==> config.mk <==
export PLATFORM = sky130hd
export DESIGN_NAME = bcd_counter_sseg
export DESIGN_NICKNAME = d
export VERILOG_FILES = /design/src/rtl/sseg_pkg.sv /design/src/rtl/sseg_decode.sv /design/src/rtl/bcd_counter_sseg.sv
export SDC_FILE = /design/constraint.sdc
export NUM_CORES = 1
export LEC_CHECK = 0
export ABC_AREA = 1
export CAP_MARGIN = 30
export CORE_UTILIZATION = 45
export DETAILED_ROUTE_END_ITERATION = 16
export DONT_BUFFER_PORTS = 1
export GPL_TIMING_DRIVEN = 0
export PLACE_DENSITY_LB_ADDON = 0.12
export SLEW_MARGIN = 25
export SYNTH_ARGS = -nofsm -noshare
export SYNTH_HDL_FRONTEND = slang
export SYNTH_SLANG_ARGS = --single-unit
==> constraint.sdc <==
create_clock -name clk -period 2.7 [get_ports clk]
set_input_delay 0.54 -clock clk [delete_from_list [all_inputs] [get_ports clk]]
set_output_delay 0.54 -clock clk [all_outputs]
set_load 0.02 [all_outputs]
==> src/rtl/sseg_pkg.sv <==
// sseg_pkg: segment encodings, BCD limit and sizing helper shared by the
// seven-segment BCD counter and its decoder.
package sseg_pkg;

    // Segment order a,b,c,d,e,f,g,dp on bits 7..0, active-high, dp unused.
    localparam logic [7:0] SEG_0     = 8'hFC;
    localparam logic [7:0] SEG_1     = 8'h60;
    localparam logic [7:0] SEG_2     = 8'hDA;
    localparam logic [7:0] SEG_3     = 8'hF2;
    localparam logic [7:0] SEG_4     = 8'h66;
    localparam logic [7:0] SEG_5     = 8'hB6;
    localparam logic [7:0] SEG_6     = 8'hBE;
    localparam logic [7:0] SEG_7     = 8'hE0;
    localparam logic [7:0] SEG_8     = 8'hFE;
    localparam logic [7:0] SEG_9     = 8'hF6;
    localparam logic [7:0] SEG_BLANK = 8'h00;

    localparam logic [3:0] BCD_MAX = 4'd9;

    // Bits needed to hold values 0..v-1, never less than 1.
    function automatic int clog2(input int v);
        int r;
        for (r = 0; (1 << r) < v; r++) begin
        end
        return (r < 1) ? 1 : r;
    endfunction

endpackage

==> src/rtl/sseg_decode.sv <==
// sseg_decode: combinational BCD digit to seven-segment pattern.
//   digit in  4  BCD value 0..9
//   seg   out 8  a..g,dp on bits 7..0, active-high; non-BCD input blanks
module sseg_decode
    import sseg_pkg::*;
(
    input  logic [3:0] digit,
    output logic [7:0] seg
);

    always_comb begin
        case (digit)
            4'd0:    seg = SEG_0;
            4'd1:    seg = SEG_1;
            4'd2:    seg = SEG_2;
            4'd3:    seg = SEG_3;
            4'd4:    seg = SEG_4;
            4'd5:    seg = SEG_5;
            4'd6:    seg = SEG_6;
            4'd7:    seg = SEG_7;
            4'd8:    seg = SEG_8;
            4'd9:    seg = SEG_9;
            default: seg = SEG_BLANK;
        endcase
    end

endmodule

==> src/rtl/bcd_counter_sseg.sv <==
// bcd_counter_sseg: prescaled multi-digit up/down BCD counter with a
// time-multiplexed seven-segment scan driver.
//   clk   in  1            system clock
//   rst   in  1            asynchronous reset, active-high
//   en    in  1            count enable (prescaler and count hold when low)
//   up_dn in  1            1 = up, 0 = down, sampled on count steps
//   clr   in  1            synchronous clear of count, prescaler and wrap
//   count out 4*NUM_DIGITS packed BCD, digit 0 in [3:0]
//   wrap  out 1            one-cycle pulse on 99..9->0 or 0->99..9
//   seg   out 8            a..g,dp on bits 7..0, active-high
//   an    out NUM_DIGITS   one-hot digit select, active-high
// Optional: define SSEG_LZ_BLANK_EN for leading-zero blanking.
module bcd_counter_sseg
    import sseg_pkg::*;
#(
    parameter int NUM_DIGITS = 4,
    parameter int TICK_DIV   = 16777216,
    parameter int SCAN_DIV   = 50000
) (
    input  logic                    clk,
    input  logic                    rst,
    input  logic                    en,
    input  logic                    up_dn,
    input  logic                    clr,
    output logic [4*NUM_DIGITS-1:0] count,
    output logic                    wrap,
    output logic [7:0]              seg,
    output logic [NUM_DIGITS-1:0]   an
);

    localparam int PW = clog2(TICK_DIV);
    localparam int SW = clog2(SCAN_DIV);
    localparam int IW = clog2(NUM_DIGITS);

    logic [PW-1:0]           pre;
    logic [SW-1:0]           scan;
    logic [IW-1:0]           idx;
    logic                    tick;
    logic [4*NUM_DIGITS-1:0] nxt;
    logic [NUM_DIGITS:0]     run;
    logic [3:0]              cd;
    logic [3:0]              cur;
    logic                    blank;
    logic [7:0]              dec;

    assign tick = en && pre == PW'(TICK_DIV - 1);

    // run[i]: every digit below i sits at the roll-over value for the
    // current direction, so digit i steps; run[NUM_DIGITS] means wrap.
    always_comb begin
        run[0] = 1'b1;
        nxt = count;
        cd = '0;
        for (int i = 0; i < NUM_DIGITS; i++) begin
            cd = count[4*i +: 4];
            if (run[i])
                nxt[4*i +: 4] = up_dn ? ((cd == BCD_MAX) ? 4'd0 : cd + 4'd1)
                                      : ((cd == 4'd0) ? BCD_MAX : cd - 4'd1);
            run[i+1] = run[i] && cd == (up_dn ? BCD_MAX : 4'd0);
        end
    end

`ifdef SSEG_LZ_BLANK_EN
    // zh[i]: digit i and all digits above it are zero.
    logic [NUM_DIGITS:0] zh;
    always_comb begin
        zh[NUM_DIGITS] = 1'b1;
        for (int i = NUM_DIGITS - 1; i >= 0; i--)
            zh[i] = zh[i+1] && count[4*i +: 4] == 4'd0;
    end
`endif

    always_comb begin
        cur = '0;
        blank = 1'b0;
        for (int i = 0; i < NUM_DIGITS; i++) begin
            if (IW'(i) == idx) begin
                cur = count[4*i +: 4];
`ifdef SSEG_LZ_BLANK_EN
                blank = (i != 0) && zh[i];
`endif
            end
        end
    end

    sseg_decode u_dec (
        .digit(cur),
        .seg  (dec)
    );

    always_ff @(posedge clk or posedge rst) begin
        if (rst) begin
            count <= '0;
            pre   <= '0;
            wrap  <= 1'b0;
        end else if (clr) begin
            count <= '0;
            pre   <= '0;
            wrap  <= 1'b0;
        end else begin
            wrap <= tick && run[NUM_DIGITS];
            if (en)
                pre <= tick ? '0 : pre + 1'b1;
            if (tick)
                count <= nxt;
        end
    end

    // Scan runs freely; an and seg are registered together so they never
    // disagree about which digit is shown.
    always_ff @(posedge clk or posedge rst) begin
        if (rst) begin
            scan <= '0;
            idx  <= '0;
            an   <= '0;
            seg  <= SEG_BLANK;
        end else begin
            scan <= (scan == SW'(SCAN_DIV - 1)) ? '0 : scan + 1'b1;
            if (scan == SW'(SCAN_DIV - 1))
                idx <= (idx == IW'(NUM_DIGITS - 1)) ? '0 : idx + 1'b1;
            an  <= NUM_DIGITS'(1) << idx;
            seg <= blank ? SEG_BLANK : dec;
        end
    end

endmodule

# Yosys cells after proc, flatten, opt, wreduce, memory -nomap -nowiden
# Memory sizes are Yosys's and may differ from the RTL's. A register that Yosys moved wholly into a read port is not among the register bits.
# Index checks and enable logic that the tools add are counted.
[totals] memories=1 rom_bits=112 ram_bits=0 in_bits=5 latchBits=0 elab_cells=83 ff_bits=71
[op_classes] n_lt_le_gt_ge=0 n_reduce_logical=18 n_eq_ne=14 addsub=11 div=0 shift=1 mux=28 bitwise_logic=0 mul=0
[memory_table] memory="(no name shown)" depth=16 word_bits=7 read_ports=1 rd_clocked_by_memory_dff=1 write_ports=0 line_no="sseg_decode.sv:12" rtl="case (digit)"
[op_table] cell="two-way mux 4 bit" count=20
[op_table] cell="two-way mux 24 bit" count=3
[op_table] cell="two-way mux 16 bit" count=3
[op_table] cell="adder 24 x 1 -> 24 bit (second input constant)" count=1
[op_table] cell="== test 24 bit (second input constant)" count=1
[op_table] cell="adder 16 x 1 -> 16 bit (second input constant)" count=1
[op_table] cell="adder 4 x 1 -> 4 bit (second input constant)" count=4
[op_table] cell="== test 16 bit (second input constant)" count=1
[op_table] cell="== test 4 bit" count=4
[op_table] cell="== test 4 bit (second input constant)" count=4
[op_table] cell="logical NOT 4 bit" count=4
[op_table] cell="subtractor 4 x 1 -> 4 bit (second input constant)" count=4
[op_table] cell="nonzero test 2 bit" count=5
[op_table] cell="AND reduction 2 bit" count=3
[op_table] cell="logical AND 1 bit" count=5
[op_table] cell="== test 2 bit (first input constant)" count=2
[op_table] cell="left shift 1 x 2 -> 4 bit (first input constant)" count=1
[op_table] cell="adder 2 x 1 -> 2 bit (second input constant)" count=1
[op_table] cell="== test 1 x 2 -> 1 bit (first input constant)" count=1
[op_table] cell="== test 2 bit (second input constant)" count=1
[op_table] cell="logical NOT 2 bit" count=1
[op_table] cell="two-way mux 2 bit" count=1
[op_table] cell="two-way mux 1 bit" count=1

# Logic depth before layout (Yosys ltp)
[logic_depth] word_depth=7 depth_mapped=14

# By module
# From an unflattened synthesis, not the netlist that was laid out.
[hier_totals] cells_unflattened=671 area_unflattened_um2=4735.8
[by_module_without_submodules] module="bcd_counter_sseg" seq_area_each_um2=1776.7 instances=1 cells_each=630 area_each_um2=4514.3
[by_module_without_submodules] module="sseg_decode" seq_area_each_um2=0.0 instances=1 cells_each=41 area_each_um2=221.5

# Worst setup path before layout
# Ideal clock, no wire load.
[synth_timing] kind="reg2reg" from="register idx[0]" to="register seg[6]" n_path_buf=1 setup_ns=0.121 path_slack_ns=0.802 stages_incl_launch_ff=12 t_arrival_ns=1.777 period_less_slack_ns=1.898 path_cell_list="dfrtp_1 > inv_1 > ha_1 > clkbuf_1 > a21oi_1 > nand2_1 > nand2_1 > o21ai_0 > inv_1 > ha_1 > o21ai_0 > nand2_1"
[synth_between] elab_chain_cells=5 word_cells_on_any_way=8 cone_classes="eq/ne (3); mux (4); reduce/logical (1)"
[synth_rtl] item="from (decl)" line_no="bcd_counter_sseg.sv:37" rtl="logic [IW-1:0] idx;"
[synth_rtl] item="from (signal assigned)" line_no="bcd_counter_sseg.sv:120" rtl="idx <= (idx == IW'(NUM_DIGITS - 1)) ? '0 : idx + 1'b1;"
[synth_rtl] item="logical NOT 2 bit" line_no="bcd_counter_sseg.sv:77" rtl="if (IW'(i) == idx) begin"
[synth_rtl] item="two-way mux 4 bit (3 in a row)" line_no="bcd_counter_sseg.sv:77"
[synth_rtl] item="two-way mux 4 bit *" line_no="bcd_counter_sseg.sv:77"
[synth_rtl] item="to (decl)" line_no="bcd_counter_sseg.sv:27" rtl="output logic [7:0] seg,"
# Mark *: on every way between the ends. The rest lies on a longest branch, timed or not.
# A chain may end at the register's enable or synchronous reset.

# Worst setup path in the final report
# Same ends and word-level chain as after synthesis.

==> results.ini <==
[synthesis]
synth_top_flop_cell=sky130_fd_sc_hd__dfrtp_1
ys_seq_elements=70
ys_types=36
netlist.top_cell.by_area=sky130_fd_sc_hd__dfrtp_1
netlist_top_cells_area=sky130_fd_sc_hd__dfrtp_1 (38%), sky130_fd_sc_hd__nand2_1 (14%), sky130_fd_sc_hd__nand3_1 (7.3%)
yosysSeqAreaShare=0.380
postSynthAreaPerCell_um2=7.22
synth.most_common_cell=sky130_fd_sc_hd__nand2_1
post_synth_inst_count=639
synth_common_cells=sky130_fd_sc_hd__nand2_1 (175), sky130_fd_sc_hd__inv_1 (73), sky130_fd_sc_hd__nor2_1 (73)
mappedNetlistNets=668
post_synth_instance_area_um2=4610
synth_largest_type_area_fraction=0.380
fraction_of_registers_with_async_set_reset=1.00
yosys_warnings=0
edff_count_synth=0

[global_routing]
grt_pass1_wl_um=17400
grt_remaining_overflow=0
largest_net_degree_at_the_start_of_global_routing=46
grtUsageTotal=0.213
grt_antenna_before_repair=0
grt_pass1_vias=3674

[clock_tree]
cts_hold_buf=0
tritoncts.num_buffers=9
worstSkewPairLatency_ns=0.35
cts.clk_slew.worst_paths_ns=0.08
cts_resized=0
cts_htree_levels=3
clk_path_buf_depth=2
cts_tree=built
ctsRootBufferMaster=sky130_fd_sc_hd__clkbuf_8
cts.sinks=70
cts.repair_timing.setup_buffer_count=0

[die]
die_height_um=103
core.rowCount=36
chip_width_um=103
design.core.area_um2=9860
die_area_um2=10700
effective_utilization_at_floorplan=0.467
boundaryPins=34

[timing]
setup-violations-final=0
final_period_minus_worst_setup_slack_ns=2.26
relSlewSlack=0.636
layout_worst_path_cycle_share=0.838
clock_skew_ns=0.00654
rsz0062_at_grt=no
tightestPinTransition_ns=0.543
maxSlewViolCount=0
achievable-frequency_mhz=442
hold_violations=0

[drt]
route.final.wire_length_um=10300
dr_vias_cell=5.10
num_vias=4023
met2_length_um=4640
post-route-drc-count=0
maxUsedRoutingLayer=met4
antenna_left=0
wl_met3_um=591
detail_route.iter0.violations=250
wire_per_inst_um=13.1
detail_route.first_pass.iterations=5
drt-met1-wl_um=5020

[finish]
final_nets=680
diodes=0
syn2layout_area_growth_pct=9.09
fraction_of_final_layout_cells_with_drive_strength_greater_than_1=0.0793
fin_util=0.510

[place]
place.detailed.hpwl_um=7580
gp_routability_congestion=0.864
placement.io_buffers=0

[power_and_ir_drop]
power_leakage_nw=2.49
vdd.ir_drop.worst_mv=0.221
power_mw=2.38
power-per-cell-area_nw_per_um2=473

[critical_path]
cp.required_ns=2.95
timing_worst_setup_path_type=reg -> reg
crit_arrival_ns=2.51
critical_path.startpoint_type=flip-flop
setup.worst_path.end_class=flip-flop
cp_max_fanout=8

[job]
max_cap_violations=0

[run_status]
status=finished, final reports clean

[min_path]
hp-class=in -> async

worst max-delay path, cell delays in order, from the launching register on:
cell                       delay (ns)
sky130_fd_sc_hd__dfrtp_1         0.41
sky130_fd_sc_hd__inv_1           0.12
sky130_fd_sc_hd__ha_1            0.19
sky130_fd_sc_hd__clkbuf_1        0.29
sky130_fd_sc_hd__a21oi_1         0.07
sky130_fd_sc_hd__nand2_1         0.10
sky130_fd_sc_hd__nand2_1         0.09
sky130_fd_sc_hd__o21ai_0         0.20
sky130_fd_sc_hd__inv_1           0.16
sky130_fd_sc_hd__ha_1            0.30
sky130_fd_sc_hd__o21ai_0         0.17
sky130_fd_sc_hd__nand2_1         0.07
power breakdown:
group          switching (mW)  internal (mW)
sequential             0.0702           1.08
clock                   0.420          0.522
combinational           0.192         0.0979
total                   0.682           1.70
worst paths after layout:
| check | from | end | slack (ns) | depth (start not counted) |
|---|---|---|---|---|
| worst max-delay path | idx[0]$_DFFE_PP0N_ | seg[6]$_DFF_PP0_ | 0.44 | 11 |
| worst min-delay path | rst | pre[18]$_DFFE_PP0P_ | 0.03 | 1 |
| worst max register to register | idx[0]$_DFFE_PP0N_ | seg[6]$_DFF_PP0_ | 0.44 | 11 |
| worst min register to register | scan[0]$_DFF_PP0_ | scan[0]$_DFF_PP0_ | 0.50 | 1 |
| max in group asynchronous | rst | count[4]$_DFFE_PP0P_ | 2.14 | 2 |
| min in group clk | clr | count[15]$_DFFE_PP0P_ | 0.35 | 3 |
kinds of logic after synthesis:
kind of cell / count (synthesis) / share of synthesized area
and+or+nand+nor: 369 / 0.361
buffers and inverters: 93 / 0.0822
DFF: 70 / 0.380
AOI/OAI and AO/OA: 61 / 0.0708
adders and majority gates: 24 / 0.0651
xor gates and xnor gates: 20 / 0.0380
other: 1 / 0.000813
muxes: 1 / 0.00217
per-layer routing:
layer | vias to the layer above | track usage
met1 | 1836 | 0.290
met5 | - | 0
met3 | 10 | 0.0578
met2 | 109 | 0.333
li1 | 2068 | -
met4 | 0 | 0.0650
registers in the layout, indices dropped and copies added (netlist names):
signal  cells
wrap        1
idx         2
scan       16
an          4
count      16
seg         7
pre        24
cell usage in the layout, fill, tap and decap left out, types with 2 or more instances in the layout:
master and instances:
sky130_fd_sc_hd__nand2_1 175, sky130_fd_sc_hd__nand3b_1 3, sky130_fd_sc_hd__bufinv_16 2, sky130_fd_sc_hd__o211ai_1 6, sky130_fd_sc_hd__o21ai_1 3, sky130_fd_sc_hd__nand3_1 67, sky130_fd_sc_hd__nor2_4 3, sky130_fd_sc_hd__nor3b_1 4
sky130_fd_sc_hd__clkinv_4 3, sky130_fd_sc_hd__ha_1 24, sky130_fd_sc_hd__clkbuf_1 3, sky130_fd_sc_hd__a31oi_1 2, sky130_fd_sc_hd__buf_1 2, sky130_fd_sc_hd__nand3_2 3, sky130_fd_sc_hd__clkbuf_8 9, sky130_fd_sc_hd__nor2_2 6
sky130_fd_sc_hd__nand2_4 2, sky130_fd_sc_hd__nand4_1 13, sky130_fd_sc_hd__xor2_1 12, sky130_fd_sc_hd__nor3_1 15, sky130_fd_sc_hd__buf_4 2, sky130_fd_sc_hd__a21oi_1 21, sky130_fd_sc_hd__o21ai_0 27, sky130_fd_sc_hd__xnor2_1 8
sky130_fd_sc_hd__inv_1 72, sky130_fd_sc_hd__dfrtp_1 70, sky130_fd_sc_hd__nor2_1 73, sky130_fd_sc_hd__inv_2 3, sky130_fd_sc_hd__buf_2 9
final cells by class:
class,instances,area (µm²)
Fill cell,956,4830
Multi-Input combinational cell,476,2480
Sequential cell,70,1750
Inverter,76,288
Tap cell,133,166
Clock buffer,9,124
Clock inverter,7,98.8
Buffer,17,93.8
Timing Repair Buffer,1,27.5
through the flow:
step	cell area (µm²)	hold WS (ns)	instances	TNS [ns]	setup slack, ns
after floorplan	4610	0.455	639	0	0.392
after global placement	4780	0.484	772	-28.41	-0.410
after detailed placement	4810	0.417	773	0	0.425
after CTS	5030	0.0318	789	0	0.399
after global routing	5030	0.0395	789	0	0.234
final	5030	0.0296	789	0	0.438
(Power assumes the default switching activity.)
